**src/rtl/fetch_unit_pkg.sv**
```systemverilog
`default_nettype none
// ============================================================================
//  Module      : fetch_unit_pkg
//  Description : Opcode encodings and FSM state type for the fetch stage.
//  Revision    : 1.0 - initial release
// ============================================================================
package fetch_unit_pkg;

    // Bit 0 of the instruction distinguishes register-type from branch-type.
    localparam logic OP_R = 1'b0;
    localparam logic OP_B = 1'b1;

    typedef enum logic [1:0] {
        FU_IDLE = 2'd0,
        FU_REQ  = 2'd1,
        FU_HOLD = 2'd2
    } fu_state_e;

    function automatic logic is_branch_op(input logic op_bit);
        return (op_bit == OP_B);
    endfunction

endpackage
`default_nettype wire

```
**src/rtl/fetch_unit_if.sv**
```systemverilog
`default_nettype none
// ============================================================================
//  Module      : fetch_unit_if
//  Description : Instruction-memory and execute-side signals of the fetch stage.
//  Revision    : 1.0 - initial release
// ============================================================================
interface fetch_unit_if #(
    parameter int DW = 8,
    parameter int IW = 8,
    parameter int AW = 8,
    parameter int CW = 16
);
    logic          halt;
    logic          imem_req;
    logic [AW-1:0] imem_addr;
    logic [IW-1:0] imem_rdata;
    logic          imem_valid;
    logic [IW-1:0] instr;
    logic          instr_valid;
    logic          instr_ready;
    logic [DW-1:0] alu_out;
    logic [AW-1:0] pc;
    logic [CW-1:0] retire_cnt;

    modport master (
        input  halt, imem_rdata, imem_valid, instr_ready, alu_out,
        output imem_req, imem_addr, instr, instr_valid, pc, retire_cnt
    );

    modport slave (
        output halt, imem_rdata, imem_valid, instr_ready, alu_out,
        input  imem_req, imem_addr, instr, instr_valid, pc, retire_cnt
    );
endinterface
`default_nettype wire

```
**src/rtl/fetch_unit_pc_next.sv**
```systemverilog
`default_nettype none
// ============================================================================
//  Module      : fetch_unit_pc_next
//  Description : Next-PC adder; branches add the offset, others step by one.
//  Revision    : 1.0 - initial release
// ============================================================================
module fetch_unit_pc_next #(
    parameter int AW = 8
) (
    input  logic [AW-1:0] pc,
    input  logic          is_branch,
    input  logic [AW-1:0] offset,
    output logic [AW-1:0] next_pc
);
    // Modulo-2^AW wrap is intentional.
    assign next_pc = pc + (is_branch ? offset : AW'(1));
endmodule
`default_nettype wire

```
**src/rtl/fetch_unit.sv**
```systemverilog
`default_nettype none
// ============================================================================
//  Module      : fetch_unit
//  Description : PC / instruction fetch stage with valid-ready output to execute.
//  Revision    : 1.0 - initial release
// ============================================================================
module fetch_unit
    import fetch_unit_pkg::*;
#(
    parameter int DW       = 8,
    parameter int IW       = 8,
    parameter int AW       = 8,
    parameter int RESET_PC = 0,
    parameter int CW       = 16
) (
    input  logic         clk,
    input  logic         rst,
    fetch_unit_if.master bus
);
    localparam logic [AW-1:0] C_RESET_PC = AW'(RESET_PC);

    fu_state_e     r_state;
    fu_state_e     w_state_nxt;
    logic [AW-1:0] r_pc;
    logic [AW-1:0] w_pc_nxt;
    logic [AW-1:0] w_pc_step;
    logic [IW-1:0] r_instr;
    logic [IW-1:0] w_instr_nxt;
    logic          r_instr_valid;
    logic          w_instr_valid_nxt;
    logic [CW-1:0] r_retire_cnt;
    logic [CW-1:0] w_retire_cnt_nxt;
    logic          w_imem_req;
    logic          w_is_branch;

    assign w_is_branch = is_branch_op(r_instr[0]);

    fetch_unit_pc_next #(
        .AW(AW)
    ) u_pc_next (
        .pc        (r_pc),
        .is_branch (w_is_branch),
        .offset    (bus.alu_out[AW-1:0]),
        .next_pc   (w_pc_step)
    );

    always_ff @(posedge clk) begin
        if (rst) begin
            r_state       <= FU_IDLE;
            r_pc          <= C_RESET_PC;
            r_instr       <= '0;
            r_instr_valid <= 1'b0;
            r_retire_cnt  <= '0;
        end else begin
            r_state       <= w_state_nxt;
            r_pc          <= w_pc_nxt;
            r_instr       <= w_instr_nxt;
            r_instr_valid <= w_instr_valid_nxt;
            r_retire_cnt  <= w_retire_cnt_nxt;
        end
    end

    always_comb begin
        w_state_nxt       = r_state;
        w_pc_nxt          = r_pc;
        w_instr_nxt       = r_instr;
        w_instr_valid_nxt = r_instr_valid;
        w_retire_cnt_nxt  = r_retire_cnt;
        w_imem_req        = 1'b0;
        case (r_state)
            FU_IDLE: begin
                // Responses arriving here are stale and deliberately ignored.
                if (!bus.halt) begin
                    w_state_nxt = FU_REQ;
                end
            end
            FU_REQ: begin
                w_imem_req = 1'b1;
                if (bus.imem_valid) begin
                    w_instr_nxt       = bus.imem_rdata;
                    w_instr_valid_nxt = 1'b1;
                    w_state_nxt       = FU_HOLD;
                end
            end
            FU_HOLD: begin
                // halt only gates the following fetch, never the handshake.
                if (r_instr_valid && bus.instr_ready) begin
                    w_pc_nxt          = w_pc_step;
                    w_retire_cnt_nxt  = r_retire_cnt + CW'(1);
                    w_instr_valid_nxt = 1'b0;
                    w_state_nxt       = bus.halt ? FU_IDLE : FU_REQ;
                end
            end
            default: begin
                w_state_nxt = FU_IDLE;
            end
        endcase
    end

    assign bus.imem_req    = w_imem_req;
    assign bus.imem_addr   = r_pc;
    assign bus.pc          = r_pc;
    assign bus.instr       = r_instr;
    assign bus.instr_valid = r_instr_valid;
    assign bus.retire_cnt  = r_retire_cnt;

endmodule
`default_nettype wire
```
**src/flat_wrapper.sv**
```systemverilog
// flat-port wrapper written by rule: the top's interface ports become plain ports
module fetch_unit_flat import fetch_unit_pkg::*;
#(
    parameter int DW       = 8,
    parameter int IW       = 8,
    parameter int AW       = 8,
    parameter int RESET_PC = 0,
    parameter int CW       = 16
)
  (clk, rst, bus_halt, bus_imem_rdata, bus_imem_valid, bus_instr_ready, bus_alu_out, bus_imem_req, bus_imem_addr, bus_instr, bus_instr_valid, bus_pc, bus_retire_cnt);
  fetch_unit_if #(.DW(DW), .IW(IW), .AW(AW), .CW(CW)) bus_i ();
  input  logic clk;
  input  logic rst;
  input wire logic [$bits(bus_i.halt)-1:0] bus_halt;
  input wire logic [$bits(bus_i.imem_rdata)-1:0] bus_imem_rdata;
  input wire logic [$bits(bus_i.imem_valid)-1:0] bus_imem_valid;
  input wire logic [$bits(bus_i.instr_ready)-1:0] bus_instr_ready;
  input wire logic [$bits(bus_i.alu_out)-1:0] bus_alu_out;
  output wire logic [$bits(bus_i.imem_req)-1:0] bus_imem_req;
  output wire logic [$bits(bus_i.imem_addr)-1:0] bus_imem_addr;
  output wire logic [$bits(bus_i.instr)-1:0] bus_instr;
  output wire logic [$bits(bus_i.instr_valid)-1:0] bus_instr_valid;
  output wire logic [$bits(bus_i.pc)-1:0] bus_pc;
  output wire logic [$bits(bus_i.retire_cnt)-1:0] bus_retire_cnt;
  assign bus_i.halt = bus_halt;
  assign bus_i.imem_rdata = bus_imem_rdata;
  assign bus_i.imem_valid = bus_imem_valid;
  assign bus_i.instr_ready = bus_instr_ready;
  assign bus_i.alu_out = bus_alu_out;
  assign bus_imem_req = bus_i.imem_req;
  assign bus_imem_addr = bus_i.imem_addr;
  assign bus_instr = bus_i.instr;
  assign bus_instr_valid = bus_i.instr_valid;
  assign bus_pc = bus_i.pc;
  assign bus_retire_cnt = bus_i.retire_cnt;
  fetch_unit #(.DW(DW), .IW(IW), .AW(AW), .RESET_PC(RESET_PC), .CW(CW)) u_core (.clk(clk), .rst(rst), .bus(bus_i));
endmodule
```
**config.mk**
```make
export PLATFORM = sky130hd
export DESIGN_NAME = fetch_unit_flat
export DESIGN_NICKNAME = d
export VERILOG_FILES = /design/src/rtl/fetch_unit_pkg.sv /design/src/rtl/fetch_unit_if.sv /design/src/rtl/fetch_unit_pc_next.sv /design/src/rtl/fetch_unit.sv /design/src/flat_wrapper.sv
export SDC_FILE = /design/constraint.sdc
export NUM_CORES = 1
export LEC_CHECK = 0
export ABC_CLOCK_PERIOD_IN_PS = 2800
export CAP_MARGIN = 20
export CORE_ASPECT_RATIO = 0.7
export CORE_MARGIN = 1.5
export CORE_UTILIZATION = 45
export DETAILED_ROUTE_END_ITERATION = 7
export GPL_TIMING_DRIVEN = 0
export PLACE_DENSITY = 0.79
export SLEW_MARGIN = 5
export SYNTH_ARGS = -nofsm -noshare
export SYNTH_HDL_FRONTEND = slang
export SYNTH_HIERARCHICAL = 1
export SYNTH_SLANG_ARGS = --single-unit
```
**constraint.sdc**
```tcl
create_clock -name clk -period 2.8 [get_ports clk]
set_input_delay 0.42 -clock clk [delete_from_list [all_inputs] [get_ports clk]]
set_output_delay 0.42 -clock clk [all_outputs]
set_load 0.02 [all_outputs]
```
==> flow_metrics.tcl, run 1 <==
set metrics [dict create \
    cp_data_required_time_ns 3.02 \
    async_flop_share_pct 0 \
    total_power_uw 952 \
    grt_pass1_vias 1586 \
    cts.clk_slew.worst_paths_ns 0.07 \
    multiInputGateArea_um2 988 \
    wire_per_inst_um 12.2 \
    postSynthCellCount 226 \
    grt_usage_pct 20.4 \
    endpoint_kind "flip-flop" \
    clockRootBuffer "clkbuf_8" \
    drtAntennaViolNets 0 \
    crit_cells 11 \
    post_synth.cell_area_avg_um2 8.03 \
    grt_first_pass_wirelength_um 7090 \
    p_leak_uw 0.000938 \
    hold_path_class "flip-flop to flip-flop" \
    timing.final.setup_violations 0 \
    htreeDepth 2 \
    die_height_um 56.1 \
    finalHoldViolCount 0 \
    routed_wl_um 4240 \
    synth-seq-area-share_pct 38.6 \
    via_count 1746 \
    min_period_ns 2.30 \
    cts_resized 0 \
    relSlewSlack_pct 63.3 \
    dp_hpwl_um 3180 \
    die-area_um2 4430 \
    syn-num-nets 256 \
    insertion_delay_ns 0.28 \
    final_nets 324 \
    final_max_slew_viol_count 0 \
    max_freq_mhz 435 \
    synth_edf_count 0 \
    cts_tree "built" \
    gp_congestion 0.763 \
    critPathTopFamily "simple AND/OR/NAND/NOR gates" \
    ys_types 38 \
    core-area_um2 3900 \
    postCtsSetupBuffers 0 \
    post-route-period-util_pct 82.1 \
    nFillCells 341 \
    holdBufCountCts 0 \
    cts_sinks 35 \
    regToRegEndpoint "u_core/bus.imem_addr[6]$_SDFFE_PP0P_" \
    drc 0 \
    ys_ff_latch 35 \
    cp.buffers_inverters 2 \
    synth_area_um2 1810 \
    worstPathArrival_ns 2.52 \
    drive_above_1_share_pct 6.44 \
    start_util_pct 46.5 \
    cp_slowest_cell "or4_1" \
    grt_overflow 0 \
    startpoint_type "input port" \
    reg2reg_depth 10 \
    ir_drop_mv 0.253 \
    worstPathMaxFanout 3 \
    die_x_um 78.9 \
    drt_first_pass_iters 4 \
    vias_per_cell 5.03 \
    ios 63 \
    max_cap_violations 0 \
    worst_pin_slew_ns 0.548 \
    synth-main-ff-cell "dfxtp_1" \
    rsz0062_at_grt "no" \
    worstSetupStartpoint "bus_alu_out[0]" \
    antenna_found_initial 0 \
    worstSetupEndpoint "u_core/bus.imem_addr[6]$_SDFFE_PP0P_" \
    tns_ns 0 \
    r2r_start "u_core/bus.instr[0]$_SDFFE_PP0P_" \
    skew_ns 0.00493 \
    io_buffers 61 \
    status "complete, no violations" \
    reg2reg_slack_ns 0.57 \
    regArea_um2 701 \
    synth-warning-count 6 \
    diodes 0 \
    drtIter0Drc 82 \
    max_stage_delay_ns 0.42 \
    powerDensity_nw_per_um2 370 \
    clk_path_buf_depth 2 \
    fp-row-count 19 \
    grt_max_degree 11 \
    syn_to_final_growth_pct 41.7 \
    cts_buffers 5 \
    crit_chain "clkdlybuf4s50_1 > nand2b_1 > ha_1 > inv_1 > fa_1 > nor2b_4 > o31a_1 > or4_1 > nand3_1 > nand2_1 > a21oi_1" \
    worstSetupPathType "input port to flip-flop" \
]
cell type report:
cell class	instances	share of cell area, %
multi-input cells	166	38.4
flip-flops and latches	35	27.3
repair buffers	61	23.7
plain buffers	16	3.55
clock buffers	7	2.97
well taps	52	2.53
inverters	9	1.31
clock inverters	1	0.195
worst min-delay path by stage:
stage | slack, ns | startpoint | end | depth (start not counted)
2_1_floorplan | 0.52 | u_core/r_state[0]$_SDFFE_PP0P_ | u_core/r_state[0]$_SDFFE_PP0P_ | 2
3_3_place_gp | 0.44 | u_core/bus.instr[6]$_SDFFE_PP0P_ | u_core/bus.instr[6]$_SDFFE_PP0P_ | 2
3_5_place_dp | 0.45 | u_core/bus.instr[1]$_SDFFE_PP0P_ | u_core/bus.instr[1]$_SDFFE_PP0P_ | 2
4_1_cts | 0.46 | u_core/bus.instr[1]$_SDFFE_PP0P_ | u_core/bus.instr[1]$_SDFFE_PP0P_ | 2
5_1_grt | 0.48 | u_core/bus.instr[3]$_SDFFE_PP0P_ | u_core/bus.instr[3]$_SDFFE_PP0P_ | 2
6_report | 0.46 | u_core/bus.instr[2]$_SDFFE_PP0P_ | u_core/bus.instr[2]$_SDFFE_PP0P_ | 2
layout by cell type, fill, tap and decap left out, drive strengths merged, types with 7 or more instances in the layout:
cell type      count
nor2              11
inv                9
ha                 8
clkbuf            14
nand2             47
nand3              7
buf                9
a21oi             33
xnor2              9
clkdlybuf4s50     61
dfxtp             35
logic make-up (layout without fill, tap and decap cells):
group	after synthesis	after routing	synth area share [%]
and+or+nand+nor	98	98	27.7
AOI/OAI and AO/OA	46	46	13.9
DFF	35	35	38.6
buffers and inverters	25	94	6.90
xor gates and xnor gates	13	13	6.28
adders and majority gates	9	9	6.62
cells in the mapped netlist, types with 2 or more instances:
cell / count / area share, %
or3_1: 3 / 1.0
inv_1: 9 / 1.9
clkbuf_1: 6 / 1.2
buf_4: 8 / 3.3
and4_1: 2 / 0.97
nand3_1: 7 / 1.9
a21oi_1: 33 / 9.1
nand2b_1: 2 / 0.69
and2_1: 6 / 2.1
xor2_1: 4 / 1.9
nor2_1: 11 / 2.3
nand4_1: 5 / 1.7
xnor2_1: 9 / 4.3
dfxtp_1: 35 / 39
nand2_1: 47 / 9.7
a31oi_1: 2 / 0.69
nor3_1: 3 / 0.83
o21ai_0: 4 / 1.1
o31ai_1: 2 / 0.83
or4_1: 3 / 1.2
ha_1: 8 / 5.5
routing by layer:
layer  global-route usage, %  wire length, um
met5                       0                0
met4                    6.77               51
met3                    5.57              283
met2                    30.4             1840
met1                    28.5             2060
worst register-to-register path, cell delays in order, from the launching register on:
cell and delay, ns:
dfxtp_1 0.49, nand2b_1 0.10, ha_1 0.21, inv_1 0.07
fa_1 0.26, nor2b_4 0.06, o31a_1 0.28, or4_1 0.42
nand3_1 0.10, nand2_1 0.05, a21oi_1 0.13
sequential cells by signal, indices dropped and copies added, names as in the netlist:
signal                  count
u_core/r_state              2
u_core/bus.imem_addr        8
u_core/bus.instr_valid      1
u_core/bus.instr            8
u_core/bus.retire_cnt      16
report_power, final:
| group | internal (uW) | switching, uW | leakage [uW] |
|---|---|---|---|
| sequential | 506 | 10.2 | 0.000283 |
| clock | 174 | 167 | 0.0000422 |
| combinational | 51.1 | 43.8 | 0.000613 |
| total | 732 | 221 | 0.000938 |
per-stage QoR:
stage                     instances  util [%]  setup WS, ns  area, um^2  hold slack [ns]
after floorplan                 226         -         0.715        1810            0.519
after global placement          339      63.9         0.276        2490            0.441
after detailed placement        339      63.9         0.241        2490            0.450
after CTS                       347      65.9         0.525        2570            0.460
after global routing            347      65.9         0.435        2570            0.475
final                           347      65.9         0.501        2570            0.456
(Power assumes the default switching activity.)
==> run 2: changes to the inputs <==
--- a/config.mk
+++ b/config.mk
@@ -5,14 +5,14 @@
 export SDC_FILE = /design/constraint.sdc
 export NUM_CORES = 1
 export LEC_CHECK = 0
-export ABC_CLOCK_PERIOD_IN_PS = 2800
+export ABC_CLOCK_PERIOD_IN_PS = 1950
 export CAP_MARGIN = 20
 export CORE_ASPECT_RATIO = 0.7
 export CORE_MARGIN = 1.5
-export CORE_UTILIZATION = 45
+export CORE_UTILIZATION = 41
 export DETAILED_ROUTE_END_ITERATION = 7
 export GPL_TIMING_DRIVEN = 0
-export PLACE_DENSITY = 0.79
+export PLACE_DENSITY = 0.76
 export SLEW_MARGIN = 5
 export SYNTH_ARGS = -nofsm -noshare
 export SYNTH_HDL_FRONTEND = slang
==> constraint.sdc (replaced) <==
create_clock -name clk -period 1.95 [get_ports clk]
set_input_delay 0.2925 -clock clk [delete_from_list [all_inputs] [get_ports clk]]
set_output_delay 0.2925 -clock clk [all_outputs]
set_load 0.02 [all_outputs]
==> run 2 against run 1 <==
The flow now finishes with violations (negative setup slack). Design area grew 4.7%. Largest cell class unchanged. Largest power group is now clock. Critical path type is now flip-flop to flip-flop. Highest routed layer unchanged. Sequential power grew 43%. Die area grew 9.3%. Via count grew 0.63%. Core utilization shrank 3.4 points. Sequential share of layout area shrank 1.1 points.
==> flow_metrics.tcl, run 2 (same netlist as run 1, synthesis figures left out) <==
set metrics [dict create \
    status "finished with violations" \
    violations "negative setup slack" \
    most-common-layout-cells "60 x clkdlybuf4s50_1, 47 x nand2_1, 34 x dfxtp_1, 33 x a21oi_1, 11 x nor2_1" \
    mostFrequentLayoutCell "clkdlybuf4s50_1" \
    worstSetupPathType "flip-flop to flip-flop" \
    power.internal_uw 1310 \
    p_leak_uw 0.000973 \
    regToRegEndpoint "u_core/bus.imem_addr[6]$_SDFFE_PP0P_" \
    powerDensity_nw_per_um2 621 \
    final_max_slew_viol_count 0 \
    timing.final.setup_violations 1 \
    finalHoldViolCount 0 \
    worstPathArrival_ns 2.18 \
    nFillCells 376 \
    drtIter0Drc 53 \
    reg2reg_depth 10 \
    htreeDepth 2 \
    startpoint_type "flip-flop" \
    relSlewSlack_pct 65.2 \
    worstHoldStart "rst" \
    holdBufCountCts 0 \
    insertion_delay_ns 0.30 \
    hold_path_class "input port to flip-flop" \
    netSwitchingFraction_pct 21.5 \
    die_height_um 58.7 \
    seq_power_share_pct 44.3 \
    power_frac_comb_pct 8.5 \
    drt_first_pass_iters 4 \
    clk_path_buf_depth 2 \
    power_switching_uw 360 \
    die_x_um 82.5 \
    routed_wl_um 4530 \
    fp-row-count 20 \
    drc 0 \
    core-area_um2 4300 \
    cts.clk_slew.worst_paths_ns 0.07 \
    fin_ws_ns -0.00468 \
    clock_power_share_pct 47.2 \
    grt_usage_pct 19.3 \
    regArea_um2 704 \
    fin_util_pct 62.6 \
    vias_per_cell 4.99 \
    grt_pass1_vias 1558 \
    wire_per_inst_um 12.9 \
    final_nets 326 \
    max_freq_mhz 512 \
    cp_data_required_time_ns 2.18 \
    drtAntennaViolNets 0 \
    antenna_found_initial 0 \
    grt_overflow 0 \
    ir_drop_mv 0.318 \
    multiInputGateArea_um2 1040 \
    cts_buffers 5 \
    dp_hpwl_um 3210 \
    cts_tree "built" \
    io_buffers 61 \
    cts_sinks 35 \
    worstPathMaxFanout 6 \
    die-area_um2 4840 \
    syn_to_final_growth_pct 48.4 \
    grt_max_degree 13 \
    reg2reg_slack_ns -0.005 \
    grt_first_pass_wirelength_um 7020 \
    r2r_start "u_core/bus.instr[0]$_SDFFE_PP0P_" \
    gp_congestion 0.788 \
    start_util_pct 42.2 \
    ios 63 \
    drive_above_1_share_pct 10.1 \
    largest_reg_flops 16 \
    whs_path_depth 2 \
    skew_ns 0.00384 \
    max_cap_violations 0 \
    endpoint_kind "flip-flop" \
    min_period_ns 1.95 \
    via_count 1757 \
    diodes 0 \
    tns_ns -0.00468 \
    min_to "u_core/bus.imem_addr[7]$_SDFFE_PP0P_" \
    clockRootBuffer "clkbuf_8" \
    worst_pin_slew_ns 0.519 \
    post-route-period-util_pct 100 \
    rsz0062_at_grt "yes" \
]
[run 2: critical path, stage by stage (launching register included)]
cell and delay (ns):
dfxtp_4 0.40, nand2b_4 0.07, ha_4 0.16, inv_2 0.05, fa_2 0.22, nor2b_4 0.05
o31a_1 0.27, or4_1 0.40, nand3_1 0.09, nand2_1 0.05, a21oi_1 0.12
[run 2: layout make-up]
type,instances,share of cell area (%)
flip-flops and latches,35,26.2
clock buffers,5,2.56
repair buffers,63,23.1
clock inverters,3,2.51
inverters,9,1.25
multi-input cells,166,38.5
well taps,55,2.56
plain buffers,16,3.39
[run 2: worst max path at each step]
| stage | start | cells after the start | to |
|---|---|---|---|
| CTS | u_core/bus.instr[0]$_SDFFE_PP0P_ | 10 | u_core/bus.imem_addr[6]$_SDFFE_PP0P_ |
| finish | u_core/bus.instr[0]$_SDFFE_PP0P_ | 10 | u_core/bus.imem_addr[6]$_SDFFE_PP0P_ |
| detailed placement | bus_alu_out[0] | 11 | u_core/bus.imem_addr[6]$_SDFFE_PP0P_ |
| global route | u_core/bus.instr[0]$_SDFFE_PP0P_ | 10 | u_core/bus.imem_addr[6]$_SDFFE_PP0P_ |
| floorplan | u_core/bus.instr[0]$_SDFFE_PP0P_ | 10 | u_core/bus.imem_addr[6]$_SDFFE_PP0P_ |
| global placement | bus_alu_out[0] | 11 | u_core/bus.imem_addr[6]$_SDFFE_PP0P_ |
[run 2: power groups by stage]
stage          Clock, uW  Sequential (uW)  Combinational [uW]
6_report             789              740                 142
5_1_grt              836              741                 153
4_1_cts              802              740                 139
3_5_place_dp           0              756                 137
3_3_place_gp           0              756                 135
2_1_floorplan          0              765                52.4
[run 2: repair_timing]
item                                    CTS  global route
endpoints found under the setup margin    1             1
endpoints found under the hold margin     0             0
pin swaps                                 1             1
gates resized for setup                   7             1
setup buffers                             1             1
[run 2: per-layer routing]
layer	vias up	part of all wire (%)	GRT usage (%)
met3	3	6.3	6.98
met1	813	52	26.4
met4	0	0.57	3.57
li1	902	-	-
met5	-	0	0
met2	39	42	29.6
[run 2: stage by stage]
step / cells / setup slack [ns] / hold slack, ns / instance area [um^2] / power [uW]
floorplan: 226 / 0.0276 / 0.393 / 1820 / 817
global placement: 342 / -0.440 / 0.442 / 2500 / 891
detailed placement: 342 / -0.454 / 0.448 / 2500 / 894
CTS: 351 / -0.0456 / 0.358 / 2680 / 1680
global route: 352 / -0.0760 / 0.379 / 2690 / 1730
finish: 352 / -0.00468 / 0.374 / 2690 / 1670
==> run 3: changes to the inputs <==
--- a/config.mk
+++ b/config.mk
@@ -10,6 +10,7 @@
 export CORE_ASPECT_RATIO = 0.7
 export CORE_MARGIN = 1.5
 export CORE_UTILIZATION = 41
+export CTS_BUF_LIST = sky130_fd_sc_hd__clkbuf_8 sky130_fd_sc_hd__clkbuf_16
 export DETAILED_ROUTE_END_ITERATION = 7
 export GPL_TIMING_DRIVEN = 0
 export PLACE_DENSITY = 0.76
==> results of run 3 <==
No change in the layout: final DEF, timing and power equal those of run 2.
